$ cat config.mk
export PLATFORM = sky130hd
export DESIGN_NAME = alarm_ctrl_flat
export DESIGN_NICKNAME = d
export VERILOG_FILES = /design/src/rtl/alarm_pkg.sv /design/src/rtl/alarm_ctrl_if.sv /design/src/rtl/alarm_ctrl_sec_tick_det.sv /design/src/rtl/alarm_ctrl.sv /design/src/flat_wrapper.sv
export SDC_FILE = /design/constraint.sdc
export NUM_CORES = 1
export LEC_CHECK = 0
export ABC_AREA = 1
export CAP_MARGIN = 15
export CORE_ASPECT_RATIO = 1.75
export CORE_MARGIN = 2
export CORE_UTILIZATION = 45
export CTS_CLUSTER_DIAMETER = 80
export DETAILED_ROUTE_END_ITERATION = 6
export PLACE_DENSITY = 0.75
export SYNTH_ARGS = -nofsm -noshare
export SYNTH_HDL_FRONTEND = slang
export SYNTH_SLANG_ARGS = --single-unit
$ cat constraint.sdc
create_clock -name CLK -period 1.5 [get_ports CLK]
set_clock_uncertainty 0.05 [all_clocks]
set_input_delay 0.3 -clock CLK [delete_from_list [all_inputs] [get_ports CLK]]
set_output_delay 0.3 -clock CLK [all_outputs]
set_load 0.01 [all_outputs]
$ cat src/rtl/alarm_pkg.sv
// Shared widths, limits and FSM state type for the alarm controller slice.
package alarm_pkg;

   localparam int HOUR_W   = 5;
   localparam int MIN_W    = 6;
   localparam int SEC_W    = 6;
   localparam int MAX_HOUR = 23;
   localparam int MAX_MIN  = 59;

   typedef enum logic [1:0] {
      IDLE    = 2'd0,
      RINGING = 2'd1,
      SNOOZE  = 2'd2
   } alarm_state_t;

   function automatic logic time_valid(input logic [HOUR_W-1:0] hour,
                                       input logic [MIN_W-1:0]  minute);
      return (hour <= HOUR_W'(MAX_HOUR)) && (minute <= MIN_W'(MAX_MIN));
   endfunction

endpackage

$ cat src/rtl/alarm_ctrl_if.sv
// Time/control inputs and ring/indicator outputs of the alarm controller.
interface alarm_ctrl_if;

   logic [alarm_pkg::HOUR_W-1:0] HOUR;
   logic [alarm_pkg::MIN_W-1:0]  MINUTE;
   logic [alarm_pkg::SEC_W-1:0]  SECOND;
   logic                         SET_EN;
   logic [alarm_pkg::HOUR_W-1:0] SET_HOUR;
   logic [alarm_pkg::MIN_W-1:0]  SET_MINUTE;
   logic                         ALARM_EN;
   logic                         SNOOZE;
   logic                         STOP;
   logic                         RING;
   logic                         SNOOZING;
   logic [alarm_pkg::HOUR_W-1:0] ALARM_HOUR;
   logic [alarm_pkg::MIN_W-1:0]  ALARM_MINUTE;

   modport master (
      output HOUR, MINUTE, SECOND, SET_EN, SET_HOUR, SET_MINUTE, ALARM_EN, SNOOZE, STOP,
      input  RING, SNOOZING, ALARM_HOUR, ALARM_MINUTE
   );

   modport slave (
      input  HOUR, MINUTE, SECOND, SET_EN, SET_HOUR, SET_MINUTE, ALARM_EN, SNOOZE, STOP,
      output RING, SNOOZING, ALARM_HOUR, ALARM_MINUTE
   );

endinterface

$ cat src/rtl/alarm_ctrl_sec_tick_det.sv
// Flags a one-cycle sec_tick whenever SECOND differs from its value last cycle.
// Combinational output, one register of history; reset history is 0.
module sec_tick_det
   import alarm_pkg::*;
(
   input  logic             clk,
   input  logic             rst,
   input  logic [SEC_W-1:0] second,
   output logic             sec_tick
);

   logic [SEC_W-1:0] prev_sec_d, prev_sec_q;

   always_comb begin
      prev_sec_d = second;
      sec_tick   = (second != prev_sec_q);
   end

   always_ff @(posedge clk) begin
      if (rst) prev_sec_q <= '0;
      else     prev_sec_q <= prev_sec_d;
   end

endmodule

$ cat src/rtl/alarm_ctrl.sv
// Alarm time registers, edge-detected time match and ring/snooze FSM with bounded snoozes.
// All outputs registered: one cycle from trigger, STOP, SNOOZE or timeout to RING/SNOOZING.
module alarm_ctrl
   import alarm_pkg::*;
#(
   parameter int SNOOZE_SEC = 300,
   parameter int RING_SEC   = 60,
   parameter int MAX_SNOOZE = 3
)(
   input  logic       CLK,
   input  logic       RST,
   alarm_ctrl_if.slave bus
);

   localparam int RING_W = (RING_SEC   > 1) ? $clog2(RING_SEC)   : 1;
   localparam int SNZ_W  = (SNOOZE_SEC > 1) ? $clog2(SNOOZE_SEC) : 1;
   localparam int NUM_W  = (MAX_SNOOZE > 0) ? $clog2(MAX_SNOOZE + 1) : 1;

   localparam logic [RING_W-1:0] RING_LAST = RING_W'(RING_SEC - 1);
   localparam logic [SNZ_W-1:0]  SNZ_LAST  = SNZ_W'(SNOOZE_SEC - 1);
   localparam logic [NUM_W-1:0]  NUM_MAX   = NUM_W'(MAX_SNOOZE);

   logic sec_tick;

   sec_tick_det u_sec_tick_det (
      .clk      (CLK),
      .rst      (RST),
      .second   (bus.SECOND),
      .sec_tick (sec_tick)
   );

   alarm_state_t      state_d, state_q;
   logic [RING_W-1:0] ring_cnt_d, ring_cnt_q;
   logic [SNZ_W-1:0]  snz_cnt_d, snz_cnt_q;
   logic [NUM_W-1:0]  snooze_num_d, snooze_num_q;
   logic [HOUR_W-1:0] alarm_hour_d, alarm_hour_q;
   logic [MIN_W-1:0]  alarm_min_d, alarm_min_q;
   logic              match_d, match_q;
   logic              ring_d, ring_q;
   logic              snoozing_d, snoozing_q;
   logic              trigger, ring_done, snz_done, snooze_ok, leave_active;

   always_comb begin
      match_d = (bus.HOUR == alarm_hour_q) && (bus.MINUTE == alarm_min_q) && (bus.SECOND == '0);
      // Rising edge only, so a held 00 second fires once.
      trigger      = match_d && !match_q;
      ring_done    = sec_tick && (ring_cnt_q == RING_LAST);
      snz_done     = sec_tick && (snz_cnt_q == SNZ_LAST);
      snooze_ok    = bus.SNOOZE && (snooze_num_q < NUM_MAX);
      leave_active = bus.SET_EN || bus.STOP;

      alarm_hour_d = alarm_hour_q;
      alarm_min_d  = alarm_min_q;
      if (bus.SET_EN && time_valid(bus.SET_HOUR, bus.SET_MINUTE)) begin
         alarm_hour_d = bus.SET_HOUR;
         alarm_min_d  = bus.SET_MINUTE;
      end

      state_d      = state_q;
      ring_cnt_d   = ring_cnt_q;
      snz_cnt_d    = snz_cnt_q;
      snooze_num_d = snooze_num_q;

      if (!bus.ALARM_EN) begin
         state_d = IDLE;
      end else begin
         unique case (state_q)
            IDLE: begin
               if (trigger) begin
                  state_d      = RINGING;
                  ring_cnt_d   = '0;
                  snooze_num_d = '0;
               end
            end
            RINGING: begin
               // SNOOZE beats a coincident timeout while snoozes remain.
               if (leave_active) begin
                  state_d = IDLE;
               end else if (snooze_ok) begin
                  state_d      = SNOOZE;
                  snooze_num_d = snooze_num_q + NUM_W'(1);
                  snz_cnt_d    = '0;
               end else if (ring_done) begin
                  state_d = IDLE;
               end else if (sec_tick) begin
                  ring_cnt_d = ring_cnt_q + RING_W'(1);
               end
            end
            SNOOZE: begin
               if (leave_active) begin
                  state_d = IDLE;
               end else if (snz_done) begin
                  state_d    = RINGING;
                  ring_cnt_d = '0;
               end else if (sec_tick) begin
                  snz_cnt_d = snz_cnt_q + SNZ_W'(1);
               end
            end
            default: state_d = IDLE;
         endcase
      end

      ring_d     = (state_d == RINGING);
      snoozing_d = (state_d == SNOOZE);
   end

   always_ff @(posedge CLK) begin
      if (RST) begin
         state_q      <= IDLE;
         ring_cnt_q   <= '0;
         snz_cnt_q    <= '0;
         snooze_num_q <= '0;
         alarm_hour_q <= '0;
         alarm_min_q  <= '0;
         // Starts high so 00:00:00 with a 00:00 alarm is not seen as a new match.
         match_q      <= 1'b1;
         ring_q       <= 1'b0;
         snoozing_q   <= 1'b0;
      end else begin
         state_q      <= state_d;
         ring_cnt_q   <= ring_cnt_d;
         snz_cnt_q    <= snz_cnt_d;
         snooze_num_q <= snooze_num_d;
         alarm_hour_q <= alarm_hour_d;
         alarm_min_q  <= alarm_min_d;
         match_q      <= match_d;
         ring_q       <= ring_d;
         snoozing_q   <= snoozing_d;
      end
   end

   assign bus.RING         = ring_q;
   assign bus.SNOOZING     = snoozing_q;
   assign bus.ALARM_HOUR   = alarm_hour_q;
   assign bus.ALARM_MINUTE = alarm_min_q;

endmodule

$ cat src/flat_wrapper.sv
// flat-port wrapper written by rule: the top's interface ports become plain ports
module alarm_ctrl_flat import alarm_pkg::*;
#(
   parameter int SNOOZE_SEC = 300,
   parameter int RING_SEC   = 60,
   parameter int MAX_SNOOZE = 3
)
  (CLK, RST, bus_HOUR, bus_MINUTE, bus_SECOND, bus_SET_EN, bus_SET_HOUR, bus_SET_MINUTE, bus_ALARM_EN, bus_SNOOZE, bus_STOP, bus_RING, bus_SNOOZING, bus_ALARM_HOUR, bus_ALARM_MINUTE);
  alarm_ctrl_if bus_i ();
  input  logic CLK;
  input  logic RST;
  input wire logic [$bits(bus_i.HOUR)-1:0] bus_HOUR;
  input wire logic [$bits(bus_i.MINUTE)-1:0] bus_MINUTE;
  input wire logic [$bits(bus_i.SECOND)-1:0] bus_SECOND;
  input wire logic [$bits(bus_i.SET_EN)-1:0] bus_SET_EN;
  input wire logic [$bits(bus_i.SET_HOUR)-1:0] bus_SET_HOUR;
  input wire logic [$bits(bus_i.SET_MINUTE)-1:0] bus_SET_MINUTE;
  input wire logic [$bits(bus_i.ALARM_EN)-1:0] bus_ALARM_EN;
  input wire logic [$bits(bus_i.SNOOZE)-1:0] bus_SNOOZE;
  input wire logic [$bits(bus_i.STOP)-1:0] bus_STOP;
  output wire logic [$bits(bus_i.RING)-1:0] bus_RING;
  output wire logic [$bits(bus_i.SNOOZING)-1:0] bus_SNOOZING;
  output wire logic [$bits(bus_i.ALARM_HOUR)-1:0] bus_ALARM_HOUR;
  output wire logic [$bits(bus_i.ALARM_MINUTE)-1:0] bus_ALARM_MINUTE;
  assign bus_i.HOUR = bus_HOUR;
  assign bus_i.MINUTE = bus_MINUTE;
  assign bus_i.SECOND = bus_SECOND;
  assign bus_i.SET_EN = bus_SET_EN;
  assign bus_i.SET_HOUR = bus_SET_HOUR;
  assign bus_i.SET_MINUTE = bus_SET_MINUTE;
  assign bus_i.ALARM_EN = bus_ALARM_EN;
  assign bus_i.SNOOZE = bus_SNOOZE;
  assign bus_i.STOP = bus_STOP;
  assign bus_RING = bus_i.RING;
  assign bus_SNOOZING = bus_i.SNOOZING;
  assign bus_ALARM_HOUR = bus_i.ALARM_HOUR;
  assign bus_ALARM_MINUTE = bus_i.ALARM_MINUTE;
  alarm_ctrl #(.SNOOZE_SEC(SNOOZE_SEC), .RING_SEC(RING_SEC), .MAX_SNOOZE(MAX_SNOOZE)) u_core (.CLK(CLK), .RST(RST), .bus(bus_i));
endmodule
==> reports/metrics.yaml <==
die_h_um: 95.0
power_density_mw_per_mm2: 620
hpwl_um: 4430
core_area_mm2: 0.00462
synth_compound_area_share_pct: 11.1
yosys.area_share.adder_pct: 1.76
synthMuxAreaShare_pct: 0
area_growth_pct: 68.3
gp_congestion: 0.941
clock_latency_ns: 0.30
via_per_inst: 5.16
grt.total_usage_pct: 24.4
max_freq_mhz: 592
synth.ff_latch_count: 39
final_cells: 505
final_antenna_net_count: 0
grt_pass1_wl_um: 10200
drv_cap: 0
violations: "negative setup slack"
grt_max_degree: 17
slew_viol_final: 0
crit_fanout: 6
vias: 2606
multi_input_area_mm2: 0.00145
cts_max_level: 2
die_area_mm2: 0.00532
synth.distinct_cells: 26
startpoint_type: "flop"
start_util_pct: 46.0
hold_viol_final: 0
dr.pass1.iters: 4
grt_pass1_vias: 2466
crit_path_top_delay_cell: "dfxtp_2"
reg2reg_from: "u_core.bus.ALARM_MINUTE[1]"
num-nets-final: 489
path_clk_slew_ns: 0.08
regArea_um2: 807
cts-buffers-inserted: 5
crit_type: "flop to flop"
hp-class: "input port to flop"
synth-xor-area-share_pct: 1.23
post_drt_wl_per_cell_um: 13.9
tritoncts: "done"
netlist_instances: 341
root_buffer: "clkbuf_8"
cts_hold_buf: 0
vdd_drop_max_mv: 0.950
num_rows: 33
ioPinCount: 47
ys_seq_area_share_pct: 36.7
drc: 0
antenna_cells: 0
drt_iter0_markers: 79
min_to: "u_core.bus.ALARM_MINUTE[2]"
reg2reg_to: "u_core.ring_cnt_q[2]"
synth_nets: 378
die_w_um: 56.0
critical-path-top-delay-family: "simple AND/OR/NAND/NOR gates"
cp_num_buf_inv: 2
worstMarginPinSlew_ns: 0.286
setup_ws_ns: -0.188
synth_area_mm2: 0.00213
holdCritStartpoint: "bus_SET_MINUTE[2]"
p_total_w: 0.00222
end_kind: "flop"
required_ns: 1.67
cts_buffer_depth: 2
ys_warn_count: 0
antenna_found_initial: 0
finalCritPeriodShare_pct: 113
rr_worst_depth: 12
grt_overflow: 0
synth_top_family_by_area: "simple AND/OR/NAND/NOR gates"
fill_cells: 342
ff2ff_setup_slack_ns: -0.19
synth-simple-area-share_pct: 38.6
critPathArrivalTime_ns: 1.86
fin_crit_ns: 1.69
rsz0062_at_grt: "true"
setup-violations-final: 16
io_buffer_count: 46
syn_avg_cell_area_um2: 6.24
slowest_delay_ns: 0.35
p_leak_nw: 1.76
cp_cell_sequence: "inv_1, nand2_1, nand2_1, nor2_1, nand2_1, nor2_2, nand3_2, nand2_2, inv_2, nor2_4, nor2_1, nor2_1"
drive_gt1_share_pct: 40.0
hold_depth: 3
relSlewSlack_pct: 80.8
cts.sink_count: 39
status: "finished with violations"
wirelength_um: 7000
dp.cells: 483
## registers in the layout, indices dropped and copies added (netlist names)
| signal | count |
|---|---|
| u_core.snz_cnt_q | 9 |
| u_core.bus.ALARM_MINUTE | 6 |
| u_core.ring_cnt_q | 6 |
| u_core.u_sec_tick_det.prev_sec_q | 6 |
| u_core.bus.ALARM_HOUR | 5 |
| u_core.snooze_num_q | 2 |
| u_core.state_q | 2 |
| u_core.bus.RING | 1 |
| u_core.bus.SNOOZING | 1 |
| u_core.match_q | 1 |
## routing by layer
metal	up-vias	wire length, um	global-route usage [%]
met5	-	0	0
met4	0	368	13.3
met3	29	265	4.11
met2	84	3980	48.3
met1	1204	2390	23.0
li1	1289	-	-
## Yosys cell counts (all sizes together)
cell,number,area [um^2]
a211oi,1,7.51
a21oi,21,109
buf,2,16.3
clkbuf,3,11.3
dfxtp,39,781
ha,3,37.5
inv,53,199
nand2,90,343
nand3,24,120
nand4,6,37.5
nor2,68,283
nor3,5,25.0
nor3b,1,7.51
o21ai,20,108
o221a,1,11.3
or2,1,6.26
xnor2,2,17.5
xor2,1,8.76
## how the worst max path moves through the flow
stage                                           from  depth (start not counted)  slack, ns                    to
final                     u_core.bus.ALARM_MINUTE[1]                         12      -0.19  u_core.ring_cnt_q[2]
after global placement                 bus_SECOND[1]                         14      -0.49   u_core.snz_cnt_q[2]
after global routing      u_core.bus.ALARM_MINUTE[3]                         12      -0.35  u_core.ring_cnt_q[2]
after floorplan               u_core.snooze_num_q[0]                         11       0.01   u_core.snz_cnt_q[3]
after CTS                     u_core.snooze_num_q[1]                         11      -0.09   u_core.snz_cnt_q[8]
after detailed placement               bus_SECOND[1]                         14      -0.53   u_core.snz_cnt_q[2]
## power breakdown
part,total (W),switching (W),internal [W]
Combinational,0.000401,0.000198,0.000202
Clock,0.000725,0.000399,0.000325
Sequential,0.00110,0.0000238,0.00107
## worst register-to-register path, delay by kind of cell (launching register included)
family / cells / cell delay [ns]
DFF: 1 / 0.35
buffers and inverters: 2 / 0.11
and+or+nand+nor: 10 / 1.11
## timing repair
| item | CTS | global route |
|---|---|---|
| gates cloned | 0 | 1 |
| gates resized for setup | 73 | 88 |
| pin swaps | 28 | 50 |
| setup endpoints to repair | 33 | 33 |
| setup buffers | 8 | 8 |
## cells by family after synthesis
family                     after synthesis
AOI/OAI and AO/OA                       43
xor gates and xnor gates                 3
adders and majority gates                3
buffers and inverters                   58
DFF                                     39
and+or+nand+nor                        195
## cell usage in the layout (no fill, tap or decap), types with 10 or more instances in the layout
cell             synthesis  final
nand3_1                 24     12
buf_4                    0     55
o21ai_0                 17     11
a21oi_1                 20     15
nor2_2                   2     11
inv_1                   48     37
dfxtp_2                  0     18
inv_2                    5     13
nand2_2                  2     16
clkdlybuf4s50_1          0     10
nand3_2                  0     11
nor2_1                  63     48
dfxtp_1                 39     20
dlygate4sd2_1            0     25
nand2_1                 88     69
dlymetal6s2s_1           0     11
## area by class of cell
cell class | instances | share of cell area [%]
clock buffer | 6 | 2.03
sequential | 39 | 22.5
tap | 52 | 1.82
multi-input combinational | 244 | 40.4
timing repair buffer | 109 | 27.0
clock inverter | 2 | 0.349
inverter | 53 | 5.83
## through the flow
| stage | setup slack (ns) | cell area [um^2] | util [%] | setup TNS [ns] | hold slack [ns] |
|---|---|---|---|---|---|
| 2_1_floorplan | 0.0104 | 2150 | - | 0 | 0.375 |
| 3_5_place_dp | -0.533 | 3030 | 65.4 | -12.44 | 0.417 |
| 6_report | -0.188 | 3580 | 77.5 | -1.19 | 0.271 |
| 3_3_place_gp | -0.493 | 3030 | 65.4 | -11.41 | 0.405 |
| 4_1_cts | -0.0943 | 3280 | 70.9 | -0.802 | 0.341 |
| 5_1_grt | -0.347 | 3580 | 77.5 | -3.55 | 0.337 |
Note: power is estimated with default switching activity, not from simulation.
